`src/rtl/dpram_access_arbiter.sv`:
```
// Same-address collision arbiter in front of a dual-port RAM shared by two requesters.
// Build option: define DPRAM_ARB_ROUND_ROBIN_EN for round-robin grant; otherwise requester 0 has fixed priority.
module dpram_access_arbiter #(
  parameter int DATA_WIDTH = 8,
  parameter int ADDR_WIDTH = 4,
  parameter int CNT_WIDTH  = 16
) (
  input  logic                  clk,
  input  logic                  rst,
  input  logic                  req0_valid,
  input  logic                  req0_we,
  input  logic [ADDR_WIDTH-1:0] req0_addr,
  input  logic [DATA_WIDTH-1:0] req0_wdata,
  output logic                  req0_ready,
  output logic                  rsp0_valid,
  output logic [DATA_WIDTH-1:0] rsp0_rdata,
  input  logic                  req1_valid,
  input  logic                  req1_we,
  input  logic [ADDR_WIDTH-1:0] req1_addr,
  input  logic [DATA_WIDTH-1:0] req1_wdata,
  output logic                  req1_ready,
  output logic                  rsp1_valid,
  output logic [DATA_WIDTH-1:0] rsp1_rdata,
  output logic                  ram_we_a,
  output logic [ADDR_WIDTH-1:0] ram_addr_a,
  output logic [DATA_WIDTH-1:0] ram_din_a,
  input  logic [DATA_WIDTH-1:0] ram_dout_a,
  output logic                  ram_we_b,
  output logic [ADDR_WIDTH-1:0] ram_addr_b,
  output logic [DATA_WIDTH-1:0] ram_din_b,
  input  logic [DATA_WIDTH-1:0] ram_dout_b,
  output logic [CNT_WIDTH-1:0]  conflict_cnt
);

  localparam logic [CNT_WIDTH-1:0] CNT_MAX = {CNT_WIDTH{1'b1}};
  localparam logic [CNT_WIDTH-1:0] CNT_ONE = {{(CNT_WIDTH-1){1'b0}}, 1'b1};

  logic                  collide_s;
  logic                  prefer1_s;
  logic                  last_winner_r;
  logic                  rsp0_valid_r;
  logic                  rsp1_valid_r;
  logic [DATA_WIDTH-1:0] rdata0_hold_r;
  logic [DATA_WIDTH-1:0] rdata1_hold_r;
  logic [CNT_WIDTH-1:0]  cnt_r;

  // Collision detect and grant selection
  always_comb begin
    collide_s  = 1'b0;
    prefer1_s  = 1'b0;
    req0_ready = 1'b0;
    req1_ready = 1'b0;
    collide_s  = req0_valid && req1_valid && (req0_addr == req1_addr) && (req0_we || req1_we);
`ifdef DPRAM_ARB_ROUND_ROBIN_EN
    prefer1_s  = (last_winner_r == 1'b0);
`else
    // Last-winner history is tracked but masked: requester 0 always wins.
    prefer1_s  = 1'b0 & last_winner_r;
`endif
    if (rst) begin
      req0_ready = 1'b0;
      req1_ready = 1'b0;
    end else if (collide_s) begin
      req0_ready = !prefer1_s;
      req1_ready = prefer1_s;
    end else begin
      req0_ready = 1'b1;
      req1_ready = 1'b1;
    end
  end

  assign ram_addr_a = req0_addr;
  assign ram_din_a  = req0_wdata;
  assign ram_we_a   = req0_valid && req0_ready && req0_we;
  assign ram_addr_b = req1_addr;
  assign ram_din_b  = req1_wdata;
  assign ram_we_b   = req1_valid && req1_ready && req1_we;

  // Response outputs read as reset values for the whole reset cycle, so an
  // in-flight read cancelled by reset never shows a strobe.
  assign rsp0_valid   = rsp0_valid_r && !rst;
  assign rsp1_valid   = rsp1_valid_r && !rst;
  assign rsp0_rdata   = rst ? {DATA_WIDTH{1'b0}} : (rsp0_valid_r ? ram_dout_a : rdata0_hold_r);
  assign rsp1_rdata   = rst ? {DATA_WIDTH{1'b0}} : (rsp1_valid_r ? ram_dout_b : rdata1_hold_r);
  assign conflict_cnt = rst ? {CNT_WIDTH{1'b0}} : cnt_r;

  // Read-response strobes and last-returned data holding
  always_ff @(posedge clk) begin
    if (rst) begin
      rsp0_valid_r  <= 1'b0;
      rsp1_valid_r  <= 1'b0;
      rdata0_hold_r <= {DATA_WIDTH{1'b0}};
      rdata1_hold_r <= {DATA_WIDTH{1'b0}};
    end else begin
      rsp0_valid_r <= req0_valid && req0_ready && !req0_we;
      rsp1_valid_r <= req1_valid && req1_ready && !req1_we;
      if (rsp0_valid_r) begin
        rdata0_hold_r <= ram_dout_a;
      end
      if (rsp1_valid_r) begin
        rdata1_hold_r <= ram_dout_b;
      end
    end
  end

  // Priority history and saturating collision counter
  always_ff @(posedge clk) begin
    if (rst) begin
      last_winner_r <= 1'b1;
      cnt_r         <= {CNT_WIDTH{1'b0}};
    end else if (collide_s) begin
      last_winner_r <= req1_ready;
      if (cnt_r != CNT_MAX) begin
        cnt_r <= cnt_r + CNT_ONE;
      end
    end
  end

endmodule
```
`config.mk`:
```
export PLATFORM = sky130hd
export DESIGN_NAME = dpram_access_arbiter
export DESIGN_NICKNAME = d
export VERILOG_FILES = /design/src/rtl/dpram_access_arbiter.sv
export SDC_FILE = /design/constraint.sdc
export NUM_CORES = 1
export LEC_CHECK = 0
export BUFFER_PORTS_ARGS = -buffer_cell sky130_fd_sc_hd__buf_2
export CAP_MARGIN = 20
export CORE_MARGIN = 3
export CORE_UTILIZATION = 41
export DETAILED_ROUTE_END_ITERATION = 8
export PLACE_DENSITY_LB_ADDON = 0.1
export SLEW_MARGIN = 20
export SYNTH_ARGS = -nofsm -noshare
export SYNTH_HDL_FRONTEND = slang
export SYNTH_SLANG_ARGS = --single-unit
```
`constraint.sdc`:
```
create_clock -name clk -period 3.78 [get_ports clk]
set_input_delay 0.189 -clock clk [delete_from_list [all_inputs] [get_ports clk]]
set_output_delay 0.189 -clock clk [all_outputs]
set_load 0.1 [all_outputs]
```
==> results of run 1 <==
## cells by family (layout without fill, tap and decap cells)
logic type                 count (synthesis)  after routing  share of synthesized area, %
and+or+nand+nor                           96             96                          29.6
adders and majority gates                  1              1                         0.698
DFF                                       34             34                          38.0
AOI/OAI and AO/OA                          8              8                          2.65
buffers and inverters                     34             85                          12.2
muxes                                     23             23                          13.5
xor gates and xnor gates                   7              7                          3.42
## sequential cells by signal (all words and copies together), names as in the netlist
register and count:
cnt_r 16, rsp0_valid_r 1, rdata1_hold_r 8, rsp1_valid_r 1, rdata0_hold_r 8
## layout by cell type, fill, tap and decap left out, types with 2 or more instances in the layout
cell type   Yosys  routed
dfxtp_1        34      34
or4_2           3       3
nor2_1         32      32
mux2_1          2       2
nand2_1        10      10
clkbuf_8        0       5
mux2_2          3       3
mux2i_1        17      17
xnor2_1         2       2
nor3_1          6       6
nor2b_1        17      17
or4_1           2       2
nand3_1         9       9
o21ai_0         5       5
buf_2           0      75
clkinvlp_4      0       2
xor2_1          5       5
inv_1           2       2
nand4_1         5       5
and3_1          2       2
## cell type report
class | count | share of cell area, %
clock inverters | 3 | 2.11
well taps | 50 | 2.93
repair buffers | 75 | 17.6
multi-input cells | 135 | 41.9
clock buffers | 5 | 3.23
inverters | 2 | 0.352
flip-flops and latches | 34 | 31.9
## power by group through the flow
stage,clock network (W),registers [W],logic (W)
after detailed placement,0,0.000378,0.000160
after floorplan,0,0.000375,0.000216
after global routing,0.000360,0.000371,0.000167
after CTS,0.000345,0.000370,0.000160
after global placement,0,0.000378,0.000160
final,0.000334,0.000370,0.000159
## cell usage after synthesis
library cell	instances
mux2_4	1
and4_1	1
nor3_4	1
mux2_2	3
a21oi_1	1
nor3_1	6
and3_1	2
ha_1	1
and4_2	1
nand4_1	5
or4_2	3
xor2_1	5
o211ai_1	1
or4_4	1
o21ai_0	5
nor2b_1	17
inv_1	2
nand2_1	10
xnor2_1	2
mux2_1	2
buf_1	2
nor3b_1	1
nor4bb_1	1
nor2_1	32
or4_1	2
nand3_2	1
clkbuf_1	6
and2_1	1
nand3_4	1
nor4b_1	1
buf_4	24
mux2i_1	17
nand3_1	9
a41o_1	1
dfxtp_1	34
## path summary, 6_finish.rpt
| check | startpoint | endpoint |
|---|---|---|
| min | req0_we | rsp0_valid_r$_SDFF_PP0_ |
| min reg2reg | rdata0_hold_r[0]$_DFF_P_ | rdata0_hold_r[0]$_DFF_P_ |
| max | cnt_r[2]$_SDFFE_PP0P_ | cnt_r[7]$_SDFFE_PP0P_ |
| max reg2reg | cnt_r[2]$_SDFFE_PP0P_ | cnt_r[7]$_SDFFE_PP0P_ |
## metal layers
layer,wire [um],vias up,global-route usage (%)
met4,119,0,8.35
met2,1830,54,24.4
met3,372,20,4.71
li1,-,770,-
met1,1660,663,19.3
met5,0,-,0
## per-stage QoR
step                util (%)  cells  setup WS [ns]  power, W
finish                  51.8    304           1.91  0.000863
global route            51.8    304           1.78  0.000898
CTS                     51.8    304           1.90  0.000875
detailed placement      49.1    296           1.93  0.000538
global placement        49.1    296           1.93  0.000538
floorplan                  -    203          0.642  0.000591
## worst register-to-register path, cell delays in order (launching register included)
cell	delay, ns
dfxtp_1	0.44
nand3_1	0.11
nor3_1	0.38
nand3_2	0.23
or4_2	0.57
nand2_1	0.08
==> run_summary.xml, run 1 <==
<?xml version="1.0" encoding="UTF-8"?>
<metrics>
  <group name="status">
    <metric name="run_status" unit="">finished clean</metric>
  </group>
  <group name="route">
    <metric name="wl_per_cell" unit="um">13.1</metric>
    <metric name="ant_nets" unit="">0</metric>
    <metric name="drt_drc" unit="">0</metric>
    <metric name="drt_wl_total" unit="um">3990</metric>
    <metric name="drt_pass1_iterations" unit="">4</metric>
    <metric name="drtIter0Drc" unit="">42</metric>
    <metric name="avgViaCountPerCell" unit="">4.96</metric>
    <metric name="dr_total_vias" unit="">1507</metric>
  </group>
  <group name="critical_path">
    <metric name="critPathCaptureType" unit="">flip-flop</metric>
    <metric name="slowest_delay" unit="ns">0.57</metric>
    <metric name="ff2ff_setup_slack" unit="ns">1.91</metric>
    <metric name="worstSetupPathDepth" unit="">5</metric>
    <metric name="worst-endpoint-required" unit="ns">4.01</metric>
    <metric name="ff2ff_path_depth" unit="">5</metric>
    <metric name="timing.critical_path.slowest_stage_cell" unit="">or4_2</metric>
    <metric name="worstSetupStartpointType" unit="">flip-flop</metric>
    <metric name="timing.critical_path.fanout_max" unit="">8</metric>
    <metric name="cp_cell_sequence" unit="">nand3_1 &gt; nor3_1 &gt; nand3_2 &gt; or4_2 &gt; nand2_1</metric>
    <metric name="timing.critical_path.buf_inv" unit="">0</metric>
    <metric name="criticalPathCategory" unit="">flip-flop to flip-flop</metric>
    <metric name="critical-path-top-delay-family" unit="">simple AND/OR/NAND/NOR gates</metric>
    <metric name="worst-endpoint-arrival" unit="ns">2.10</metric>
  </group>
  <group name="cts">
    <metric name="cts_tree" unit="">built</metric>
    <metric name="cts.root.buffer_cell" unit="">clkbuf_8</metric>
    <metric name="cts.sinks" unit="">34</metric>
    <metric name="post_cts_buffers" unit="">0</metric>
    <metric name="clock_insertion_delay_at_the_later_pin_of_the_skew_report" unit="ns">0.29</metric>
    <metric name="post_cts.resized_instances" unit="">0</metric>
    <metric name="clock_tree.buffer_depth" unit="">2</metric>
    <metric name="cts_hold_buffers" unit="">0</metric>
    <metric name="clkTransAtPathRegs" unit="ns">0.07</metric>
    <metric name="cts_max_level" unit="">2</metric>
    <metric name="tritoncts.num_buffers" unit="">5</metric>
  </group>
  <group name="synthesis">
    <metric name="synth.avg_cell_area" unit="sq um">8.83</metric>
    <metric name="synthesis.instances" unit="">203</metric>
    <metric name="yosys.cell_types.count" unit="">35</metric>
    <metric name="post-synth-top-area-fraction" unit="%">38.0</metric>
    <metric name="synth_seq_cells" unit="">34</metric>
    <metric name="mappedNetlistArea" unit="sq um">1790</metric>
    <metric name="yosys_warnings" unit="">0</metric>
    <metric name="seq_area_frac_synth" unit="%">38.0</metric>
    <metric name="synth_top_cell_by_area" unit="">dfxtp_1</metric>
    <metric name="mappedNetlistNets" unit="">250</metric>
    <metric name="synthTopCellsByArea" unit="">dfxtp_1 38%, buf_4 10%, mux2i_1 9.5%</metric>
  </group>
  <group name="final_layout">
    <metric name="area_growth" unit="%">19.1</metric>
    <metric name="n_fill_cell" unit="">404</metric>
    <metric name="post_route_cells_drive_above_1_share" unit="%">37.4</metric>
    <metric name="diodes" unit="">0</metric>
    <metric name="regArea" unit="sq um">681</metric>
    <metric name="post-route-cell-area" unit="sq um">2130</metric>
    <metric name="fin_nets" unit="">300</metric>
    <metric name="multi_input_area" unit="sq um">893</metric>
  </group>
  <group name="sta">
    <metric name="layout_worst_path_cycle_share" unit="%">49.4</metric>
    <metric name="worst_pin_slew" unit="ns">0.895</metric>
    <metric name="tns" unit="ns">0</metric>
    <metric name="finalClockSkew" unit="ns">0.00529</metric>
    <metric name="grt_setup_unrepaired" unit="">no</metric>
    <metric name="fmax" unit="MHz">535</metric>
    <metric name="timing_max_transition_violations_final" unit="">0</metric>
    <metric name="finalSetupViolations" unit="">0</metric>
    <metric name="finalHoldViolations" unit="">0</metric>
    <metric name="slew-limit-headroom" unit="%">40.3</metric>
    <metric name="finalWorstPathRequiredPeriod" unit="ns">1.87</metric>
    <metric name="hold_slack" unit="ns">0.0910</metric>
  </group>
  <group name="global_routing">
    <metric name="grt_first_pass_wirelength" unit="um">6480</metric>
    <metric name="first_global_vias" unit="">1380</metric>
    <metric name="grt_util_all_layers" unit="%">15.6</metric>
    <metric name="antenna_found_initial" unit="">0</metric>
    <metric name="largest_net_degree_at_the_start_of_global_routing" unit="">55</metric>
    <metric name="gr-total-overflow" unit="">0</metric>
  </group>
  <group name="pwr">
    <metric name="cellInternalPower" unit="W">0.000593</metric>
    <metric name="comb_power_share" unit="%">18.4</metric>
    <metric name="switching_share" unit="%">31.3</metric>
    <metric name="vdd_drop_max" unit="mV">0.176</metric>
    <metric name="power.net_switching" unit="W">0.000270</metric>
    <metric name="power_density" unit="nW/um^2">405</metric>
    <metric name="seqPwrFrac" unit="%">42.8</metric>
    <metric name="power_frac_clock" unit="%">38.7</metric>
    <metric name="total_leakage_power" unit="nW">0.985</metric>
  </group>
  <group name="place">
    <metric name="hpwlAfterDp" unit="um">3020</metric>
    <metric name="dpl_cell_area" unit="sq um">2020</metric>
    <metric name="port-buffer-count" unit="">75</metric>
    <metric name="final_weighted_congestion_of_routability_driven_global_placement" unit="">0.728</metric>
  </group>
  <group name="die">
    <metric name="boundaryPins" unit="">108</metric>
    <metric name="core_area" unit="sq um">4120</metric>
    <metric name="die_w" unit="um">72.1</metric>
    <metric name="row_count" unit="">23</metric>
    <metric name="floorplan.initialDensity" unit="%">43.5</metric>
    <metric name="die-area" unit="sq um">5200</metric>
    <metric name="die_height" unit="um">72.1</metric>
  </group>
  <group name="run">
    <metric name="drv_cap" unit="">0</metric>
  </group>
  <group name="min_path">
    <metric name="min_delay_path_depth" unit="">2</metric>
    <metric name="hp-class" unit="">primary input to flip-flop</metric>
  </group>
</metrics>
(Power assumes the default switching activity.)
==> inputs of run 2 (changes only) <==
==> constraint.sdc (replaced) <==
create_clock -name clk -period 1.95 [get_ports clk]
set_input_delay 0.0975 -clock clk [delete_from_list [all_inputs] [get_ports clk]]
set_output_delay 0.0975 -clock clk [all_outputs]
set_load 0.1 [all_outputs]
==> run_summary.xml, run 2 (synthesized netlist as in run 1, its figures left out) <==
<?xml version="1.0" encoding="UTF-8"?>
<metrics>
  <group name="critical_path">
    <metric name="worst-endpoint-arrival" unit="ns">1.97</metric>
    <metric name="timing.critical_path.fanout_max" unit="">8</metric>
    <metric name="cp_cell_sequence" unit="">ha_1 &gt; nand4_1 &gt; or4_4 &gt; nand3_2 &gt; nor3_1 &gt; mux2_4</metric>
    <metric name="critPathCaptureType" unit="">flip-flop</metric>
    <metric name="ff2ff_setup_slack" unit="ns">0.15</metric>
    <metric name="worstSetupStartpointType" unit="">flip-flop</metric>
    <metric name="critical_path.reg2reg.startpoint" unit="">cnt_r[0]$_SDFFE_PP0P_</metric>
    <metric name="ff2ff_path_depth" unit="">6</metric>
    <metric name="criticalPathCategory" unit="">flip-flop to flip-flop</metric>
    <metric name="critical_register_to_register_path_endpoint" unit="">cnt_r[11]$_SDFFE_PP0P_</metric>
    <metric name="timing.critical_path.buf_inv" unit="">0</metric>
    <metric name="critical-path-top-delay-family" unit="">simple AND/OR/NAND/NOR gates</metric>
    <metric name="worst-endpoint-required" unit="ns">2.12</metric>
    <metric name="slowest_delay" unit="ns">0.46</metric>
    <metric name="timing.critical_path.slowest_stage_cell" unit="">or4_4</metric>
  </group>
  <group name="route">
    <metric name="dr_total_vias" unit="">1574</metric>
    <metric name="drt_drc" unit="">0</metric>
    <metric name="drt_wl_total" unit="um">4040</metric>
    <metric name="wl_per_cell" unit="um">12.8</metric>
    <metric name="ant_nets" unit="">0</metric>
    <metric name="drt_pass1_iterations" unit="">4</metric>
    <metric name="drtIter0Drc" unit="">70</metric>
    <metric name="avgViaCountPerCell" unit="">4.98</metric>
  </group>
  <group name="sta">
    <metric name="finalClockSkew" unit="ns">0.00536</metric>
    <metric name="slew-limit-headroom" unit="%">53.6</metric>
    <metric name="grt_setup_unrepaired" unit="">no</metric>
    <metric name="timing_max_transition_violations_final" unit="">0</metric>
    <metric name="layout_worst_path_cycle_share" unit="%">92.4</metric>
    <metric name="final.setup.worst_slack" unit="ns">0.149</metric>
    <metric name="finalSetupViolations" unit="">0</metric>
    <metric name="finalHoldViolations" unit="">0</metric>
    <metric name="fmax" unit="MHz">555</metric>
    <metric name="worst_pin_slew" unit="ns">0.695</metric>
    <metric name="finalWorstPathRequiredPeriod" unit="ns">1.80</metric>
  </group>
  <group name="status">
    <metric name="run_status" unit="">finished clean</metric>
  </group>
  <group name="final_layout">
    <metric name="top_regs" unit="">cnt_r: 16 flops, rdata0_hold_r: 8 flops, rdata1_hold_r: 8 flops</metric>
    <metric name="fin_nets" unit="">312</metric>
    <metric name="mostFrequentLayoutCell" unit="">buf_2</metric>
    <metric name="post_route_cells_drive_above_1_share" unit="%">48.1</metric>
    <metric name="diodes" unit="">0</metric>
    <metric name="most-common-layout-cells" unit="">75 x buf_2, 34 x dfxtp_1, 18 x nor2_2</metric>
    <metric name="n_fill_cell" unit="">396</metric>
    <metric name="flip_flop_count_of_the_largest_register_all_copies_and_words_added" unit="">16</metric>
    <metric name="post-route-cell-area" unit="sq um">2310</metric>
    <metric name="area_growth" unit="%">28.8</metric>
    <metric name="top_register" unit="">cnt_r</metric>
    <metric name="finalCoreUtilization" unit="%">56.1</metric>
  </group>
  <group name="pwr">
    <metric name="vdd_drop_max" unit="mV">0.427</metric>
    <metric name="totalPowerFinal" unit="W">0.00184</metric>
    <metric name="total_leakage_power" unit="nW">1.06</metric>
    <metric name="power_density" unit="nW/um^2">797</metric>
  </group>
  <group name="global_routing">
    <metric name="grt_first_pass_wirelength" unit="um">6520</metric>
    <metric name="largest_net_degree_at_the_start_of_global_routing" unit="">39</metric>
    <metric name="grt_util_all_layers" unit="%">15.9</metric>
    <metric name="first_global_vias" unit="">1475</metric>
    <metric name="gr-total-overflow" unit="">0</metric>
    <metric name="antenna_found_initial" unit="">0</metric>
  </group>
  <group name="die">
    <metric name="floorplan.initialDensity" unit="%">43.5</metric>
    <metric name="boundaryPins" unit="">108</metric>
    <metric name="die-area" unit="sq um">5200</metric>
    <metric name="die_height" unit="um">72.1</metric>
    <metric name="die_w" unit="um">72.1</metric>
    <metric name="row_count" unit="">23</metric>
    <metric name="core_area" unit="sq um">4120</metric>
  </group>
  <group name="place">
    <metric name="final_weighted_congestion_of_routability_driven_global_placement" unit="">0.721</metric>
    <metric name="detailedPlace.worstSlack" unit="ns">0.158</metric>
    <metric name="port-buffer-count" unit="">75</metric>
    <metric name="hpwlAfterDp" unit="um">3170</metric>
    <metric name="dpl_cell_area" unit="sq um">2150</metric>
  </group>
  <group name="cts">
    <metric name="cts_max_level" unit="">2</metric>
    <metric name="post_cts.resized_instances" unit="">0</metric>
    <metric name="clock_tree.buffer_depth" unit="">2</metric>
    <metric name="clkTransAtPathRegs" unit="ns">0.07</metric>
    <metric name="cts_hold_buffers" unit="">1</metric>
    <metric name="tritoncts.num_buffers" unit="">5</metric>
    <metric name="clock_insertion_delay_at_the_later_pin_of_the_skew_report" unit="ns">0.29</metric>
    <metric name="cts_tree" unit="">built</metric>
    <metric name="post_cts_buffers" unit="">0</metric>
    <metric name="cts.root.buffer_cell" unit="">clkbuf_8</metric>
    <metric name="cts.sinks" unit="">34</metric>
  </group>
  <group name="min_path">
    <metric name="whs_endpoint" unit="">rsp1_valid_r$_SDFF_PP0_</metric>
    <metric name="min_delay_path_depth" unit="">2</metric>
    <metric name="hp-class" unit="">primary input to flip-flop</metric>
    <metric name="timing.hold.worst.start" unit="">req1_we</metric>
  </group>
  <group name="run">
    <metric name="drv_cap" unit="">0</metric>
  </group>
</metrics>
-- run 2: cell types whose count changed in the layout (fill, tap and decap cells not counted), moves of 2 or more --
cell	change
clkinvlp_4	-2
nor2b_1	-2
buf_4	+11
nor2_1	-18
and3_2	+2
nor2b_2	+2
nor2_2	+18
and3_1	-2
-- run 2: area by class of cell --
| cell class | instances | area, sq um | share of cell area (%) |
|---|---|---|---|
| Timing Repair Buffer | 87 | 468 | 20.3 |
| Clock buffer | 6 | 82.6 | 3.58 |
| Inverter | 2 | 7.51 | 0.325 |
| Clock inverter | 2 | 60.1 | 2.60 |
| Multi-Input combinational cell | 135 | 946 | 41.0 |
| Tap cell | 50 | 62.6 | 2.71 |
| Sequential cell | 34 | 681 | 29.5 |
-- run 2: power by group --
group | leakage, nW | internal [W] | switching [W] | total (W)
clock network | 0.0714 | 0.000545 | 0.000253 | 0.000798
logic | 0.716 | 0.0000707 | 0.000254 | 0.000324
registers | 0.275 | 0.000707 | 0.00000919 | 0.000717
-- run 2: metal layers --
metal / vias up / track usage (%) / wire (um)
li1: 799 / - / -
met1: 684 / 18.8 / 1720
met2: 73 / 23.5 / 1750
met3: 18 / 8.17 / 465
met5: - / 0 / 0
met4: 0 / 8.35 / 95
-- run 2: how the worst max path moves through the flow --
| stage | end | startpoint | cells past startpoint |
|---|---|---|---|
| 3_5_place_dp | cnt_r[14]$_SDFFE_PP0P_ | cnt_r[0]$_SDFFE_PP0P_ | 6 |
| 3_3_place_gp | cnt_r[14]$_SDFFE_PP0P_ | cnt_r[0]$_SDFFE_PP0P_ | 6 |
| 4_1_cts | cnt_r[14]$_SDFFE_PP0P_ | cnt_r[0]$_SDFFE_PP0P_ | 6 |
| 2_1_floorplan | cnt_r[6]$_SDFFE_PP0P_ | rst | 4 |
| 5_1_grt | cnt_r[14]$_SDFFE_PP0P_ | cnt_r[0]$_SDFFE_PP0P_ | 6 |
| 6_report | cnt_r[11]$_SDFFE_PP0P_ | cnt_r[0]$_SDFFE_PP0P_ | 6 |
-- run 2: stage by stage --
| step | TNS, ns | cells | hold slack (ns) |
|---|---|---|---|
| 2_1_floorplan | -3.08 | 203 | 0.173 |
| 3_3_place_gp | 0 | 307 | 0.196 |
| 3_5_place_dp | 0 | 307 | 0.196 |
| 4_1_cts | 0 | 316 | 0.0115 |
| 5_1_grt | 0 | 316 | 0.00640 |
| 6_report | 0 | 316 | 0.0236 |
==> inputs of run 3 (changes only) <==
--- a/config.mk
+++ b/config.mk
@@ -7,7 +7,8 @@
 export LEC_CHECK = 0
 export BUFFER_PORTS_ARGS = -buffer_cell sky130_fd_sc_hd__buf_2
 export CAP_MARGIN = 20
-export CORE_MARGIN = 3
+export CORE_ASPECT_RATIO = 0.7
+export CORE_MARGIN = 2
 export CORE_UTILIZATION = 41
 export DETAILED_ROUTE_END_ITERATION = 8
 export PLACE_DENSITY_LB_ADDON = 0.1
==> run_summary.xml, run 3 (synthesized netlist as in run 1, its figures left out) <==
<?xml version="1.0" encoding="UTF-8"?>
<metrics>
  <group name="status">
    <metric name="run_status" unit="">finished clean</metric>
  </group>
  <group name="final_layout">
    <metric name="diodes" unit="">0</metric>
    <metric name="instances_no_fill" unit="">323</metric>
    <metric name="mostFrequentLayoutCell" unit="">buf_2</metric>
    <metric name="post_route_cells_drive_above_1_share" unit="%">48.1</metric>
    <metric name="top_regs" unit="">cnt_r: 16 flops, rdata0_hold_r: 8 flops, rdata1_hold_r: 8 flops</metric>
    <metric name="flip_flop_count_of_the_largest_register_all_copies_and_words_added" unit="">16</metric>
    <metric name="n_fill_cell" unit="">417</metric>
    <metric name="fin_nets" unit="">314</metric>
    <metric name="area_growth" unit="%">27.3</metric>
    <metric name="most-common-layout-cells" unit="">75 x buf_2, 33 x dfxtp_1, 18 x nor2_2</metric>
    <metric name="top_register" unit="">cnt_r</metric>
  </group>
  <group name="sta">
    <metric name="grt_setup_unrepaired" unit="">no</metric>
    <metric name="layout_worst_path_cycle_share" unit="%">94.9</metric>
    <metric name="timing_max_transition_violations_final" unit="">0</metric>
    <metric name="finalHoldViolations" unit="">0</metric>
    <metric name="finalClockSkew" unit="ns">0.00185</metric>
    <metric name="slew-limit-headroom" unit="%">53.5</metric>
    <metric name="finalWorstPathRequiredPeriod" unit="ns">1.85</metric>
    <metric name="worst_pin_slew" unit="ns">0.697</metric>
    <metric name="fmax" unit="MHz">541</metric>
    <metric name="finalSetupViolations" unit="">0</metric>
  </group>
  <group name="cts">
    <metric name="clock_insertion_delay_at_the_later_pin_of_the_skew_report" unit="ns">0.28</metric>
    <metric name="cts_max_level" unit="">2</metric>
    <metric name="post_cts_buffers" unit="">0</metric>
    <metric name="tritoncts.num_buffers" unit="">5</metric>
    <metric name="cts.sinks" unit="">34</metric>
    <metric name="cts_tree" unit="">built</metric>
    <metric name="cts.root.buffer_cell" unit="">clkbuf_8</metric>
    <metric name="clock_tree.buffer_depth" unit="">2</metric>
    <metric name="clkTransAtPathRegs" unit="ns">0.07</metric>
  </group>
  <group name="critical_path">
    <metric name="timing.critical_path.slowest_stage_cell" unit="">or4_4</metric>
    <metric name="worst-endpoint-arrival" unit="ns">2.02</metric>
    <metric name="timing.critical_path.buf_inv" unit="">0</metric>
    <metric name="criticalPathCategory" unit="">flip-flop to flip-flop</metric>
    <metric name="timing.critical_path.fanout_max" unit="">9</metric>
    <metric name="slowest_delay" unit="ns">0.47</metric>
    <metric name="critPathCaptureType" unit="">flip-flop</metric>
    <metric name="worstSetupStartpointType" unit="">flip-flop</metric>
    <metric name="critical-path-top-delay-family" unit="">simple AND/OR/NAND/NOR gates</metric>
    <metric name="worst-endpoint-required" unit="ns">2.12</metric>
    <metric name="cp_cell_sequence" unit="">ha_1 &gt; nand4_1 &gt; or4_4 &gt; nand3_4 &gt; nor3_1 &gt; mux2_1</metric>
  </group>
  <group name="pwr">
    <metric name="power_density" unit="nW/um^2">693</metric>
    <metric name="total_leakage_power" unit="nW">1.05</metric>
    <metric name="totalPowerFinal" unit="W">0.00158</metric>
    <metric name="vdd_drop_max" unit="mV">0.327</metric>
  </group>
  <group name="place">
    <metric name="final_weighted_congestion_of_routability_driven_global_placement" unit="">0.762</metric>
    <metric name="hpwlAfterDp" unit="um">3030</metric>
    <metric name="post-place-cells" unit="">313</metric>
    <metric name="port-buffer-count" unit="">75</metric>
  </group>
  <group name="global_routing">
    <metric name="grt_util_all_layers" unit="%">16.1</metric>
    <metric name="first_global_vias" unit="">1377</metric>
    <metric name="global_route_met2_utilization" unit="%">24.0</metric>
    <metric name="global_route.usage.met3" unit="%">5.01</metric>
    <metric name="grt_first_pass_wirelength" unit="um">6310</metric>
    <metric name="global_route.peak_usage_layer" unit="">met2</metric>
    <metric name="gr-total-overflow" unit="">0</metric>
    <metric name="antenna_found_initial" unit="">0</metric>
    <metric name="largest_net_degree_at_the_start_of_global_routing" unit="">37</metric>
    <metric name="groute.layer.met1.usage" unit="%">21.4</metric>
  </group>
  <group name="route">
    <metric name="drt_drc" unit="">0</metric>
    <metric name="avgViaCountPerCell" unit="">4.89</metric>
    <metric name="drt_wl_total" unit="um">4050</metric>
    <metric name="dr_total_vias" unit="">1581</metric>
    <metric name="ant_nets" unit="">0</metric>
    <metric name="wl_per_cell" unit="um">12.5</metric>
    <metric name="drt_pass1_iterations" unit="">4</metric>
    <metric name="drtIter0Drc" unit="">54</metric>
  </group>
  <group name="die">
    <metric name="die_w" unit="um">83.0</metric>
    <metric name="core_area" unit="sq um">4280</metric>
    <metric name="die_height" unit="um">59.3</metric>
    <metric name="floorplan.initialDensity" unit="%">41.9</metric>
    <metric name="boundaryPins" unit="">108</metric>
    <metric name="row_count" unit="">20</metric>
    <metric name="die-area" unit="sq um">4920</metric>
  </group>
  <group name="run">
    <metric name="drv_cap" unit="">0</metric>
  </group>
  <group name="min_path">
    <metric name="hp-class" unit="">primary input to flip-flop</metric>
  </group>
</metrics>
run 3: final cells by class:
cell class / instances / area [sq um] / share of cell area, %
Clock buffer: 7 / 86.3 / 3.78
Multi-Input combinational cell: 135 / 946 / 41.5
Sequential cell: 34 / 682 / 29.9
Inverter: 2 / 7.51 / 0.329
Timing Repair Buffer: 89 / 485 / 21.3
Clock inverter: 1 / 5.00 / 0.219
Tap cell: 55 / 68.8 / 3.02
run 3: worst paths after layout:
path | start | endpoint | slack (ns) | depth (start not counted)
setup / recovery | cnt_r[1]$_SDFFE_PP0P_ | cnt_r[14]$_SDFFE_PP0P_ | 0.10 | 6
hold / removal | ram_dout_b[6] | rdata1_hold_r[6]$_DFF_P_ | 0.08 | 3
setup reg to reg | cnt_r[1]$_SDFFE_PP0P_ | cnt_r[14]$_SDFFE_PP0P_ | 0.10 | 6
hold reg to reg | rdata0_hold_r[5]$_DFF_P_ | rdata0_hold_r[5]$_DFF_P_ | 0.49 | 2
run 3: power breakdown:
part           internal (W)  switching, W
clock              0.000285      0.000251
sequential         0.000707    0.00000911
combinational     0.0000724      0.000256
total               0.00106      0.000516
run 3: stage by stage:
stage | util, % | hold slack (ns) | instance area (sq um) | setup WS [ns] | setup TNS, ns
after floorplan | - | 0.173 | 1840 | -0.289 | -3.08
after global placement | 50.7 | 0.196 | 2170 | 0.144 | 0
after detailed placement | 50.7 | 0.196 | 2170 | 0.106 | 0
after CTS | 53.3 | 0.0717 | 2280 | 0.0937 | 0
after global routing | 53.3 | 0.0648 | 2280 | 0.0000493 | 0
final | 53.3 | 0.0784 | 2280 | 0.100 | 0
run 3: per-layer routing:
| metal | vias to the layer above | part of all wire [%] |
|---|---|---|
| met4 | 0 | 2.4 |
| met1 | 699 | 48 |
| met5 | - | 0 |
| met3 | 20 | 6.6 |
| met2 | 59 | 43 |
| li1 | 803 | - |
run 3: what timing repair did:
action | in CTS | in global routing
setup endpoints to repair | 0 | 1
endpoints found under the hold margin | 2 | 0
resized for setup | 0 | 1
hold buffers | 2 | 0
run 3: worst register-to-register path, cell delays in order, from the launching register on:
cell and delay, ns:
dfxtp_1 0.37, ha_1 0.24, nand4_1 0.11, or4_4 0.47
nand3_4 0.16, nor3_1 0.08, mux2_1 0.30
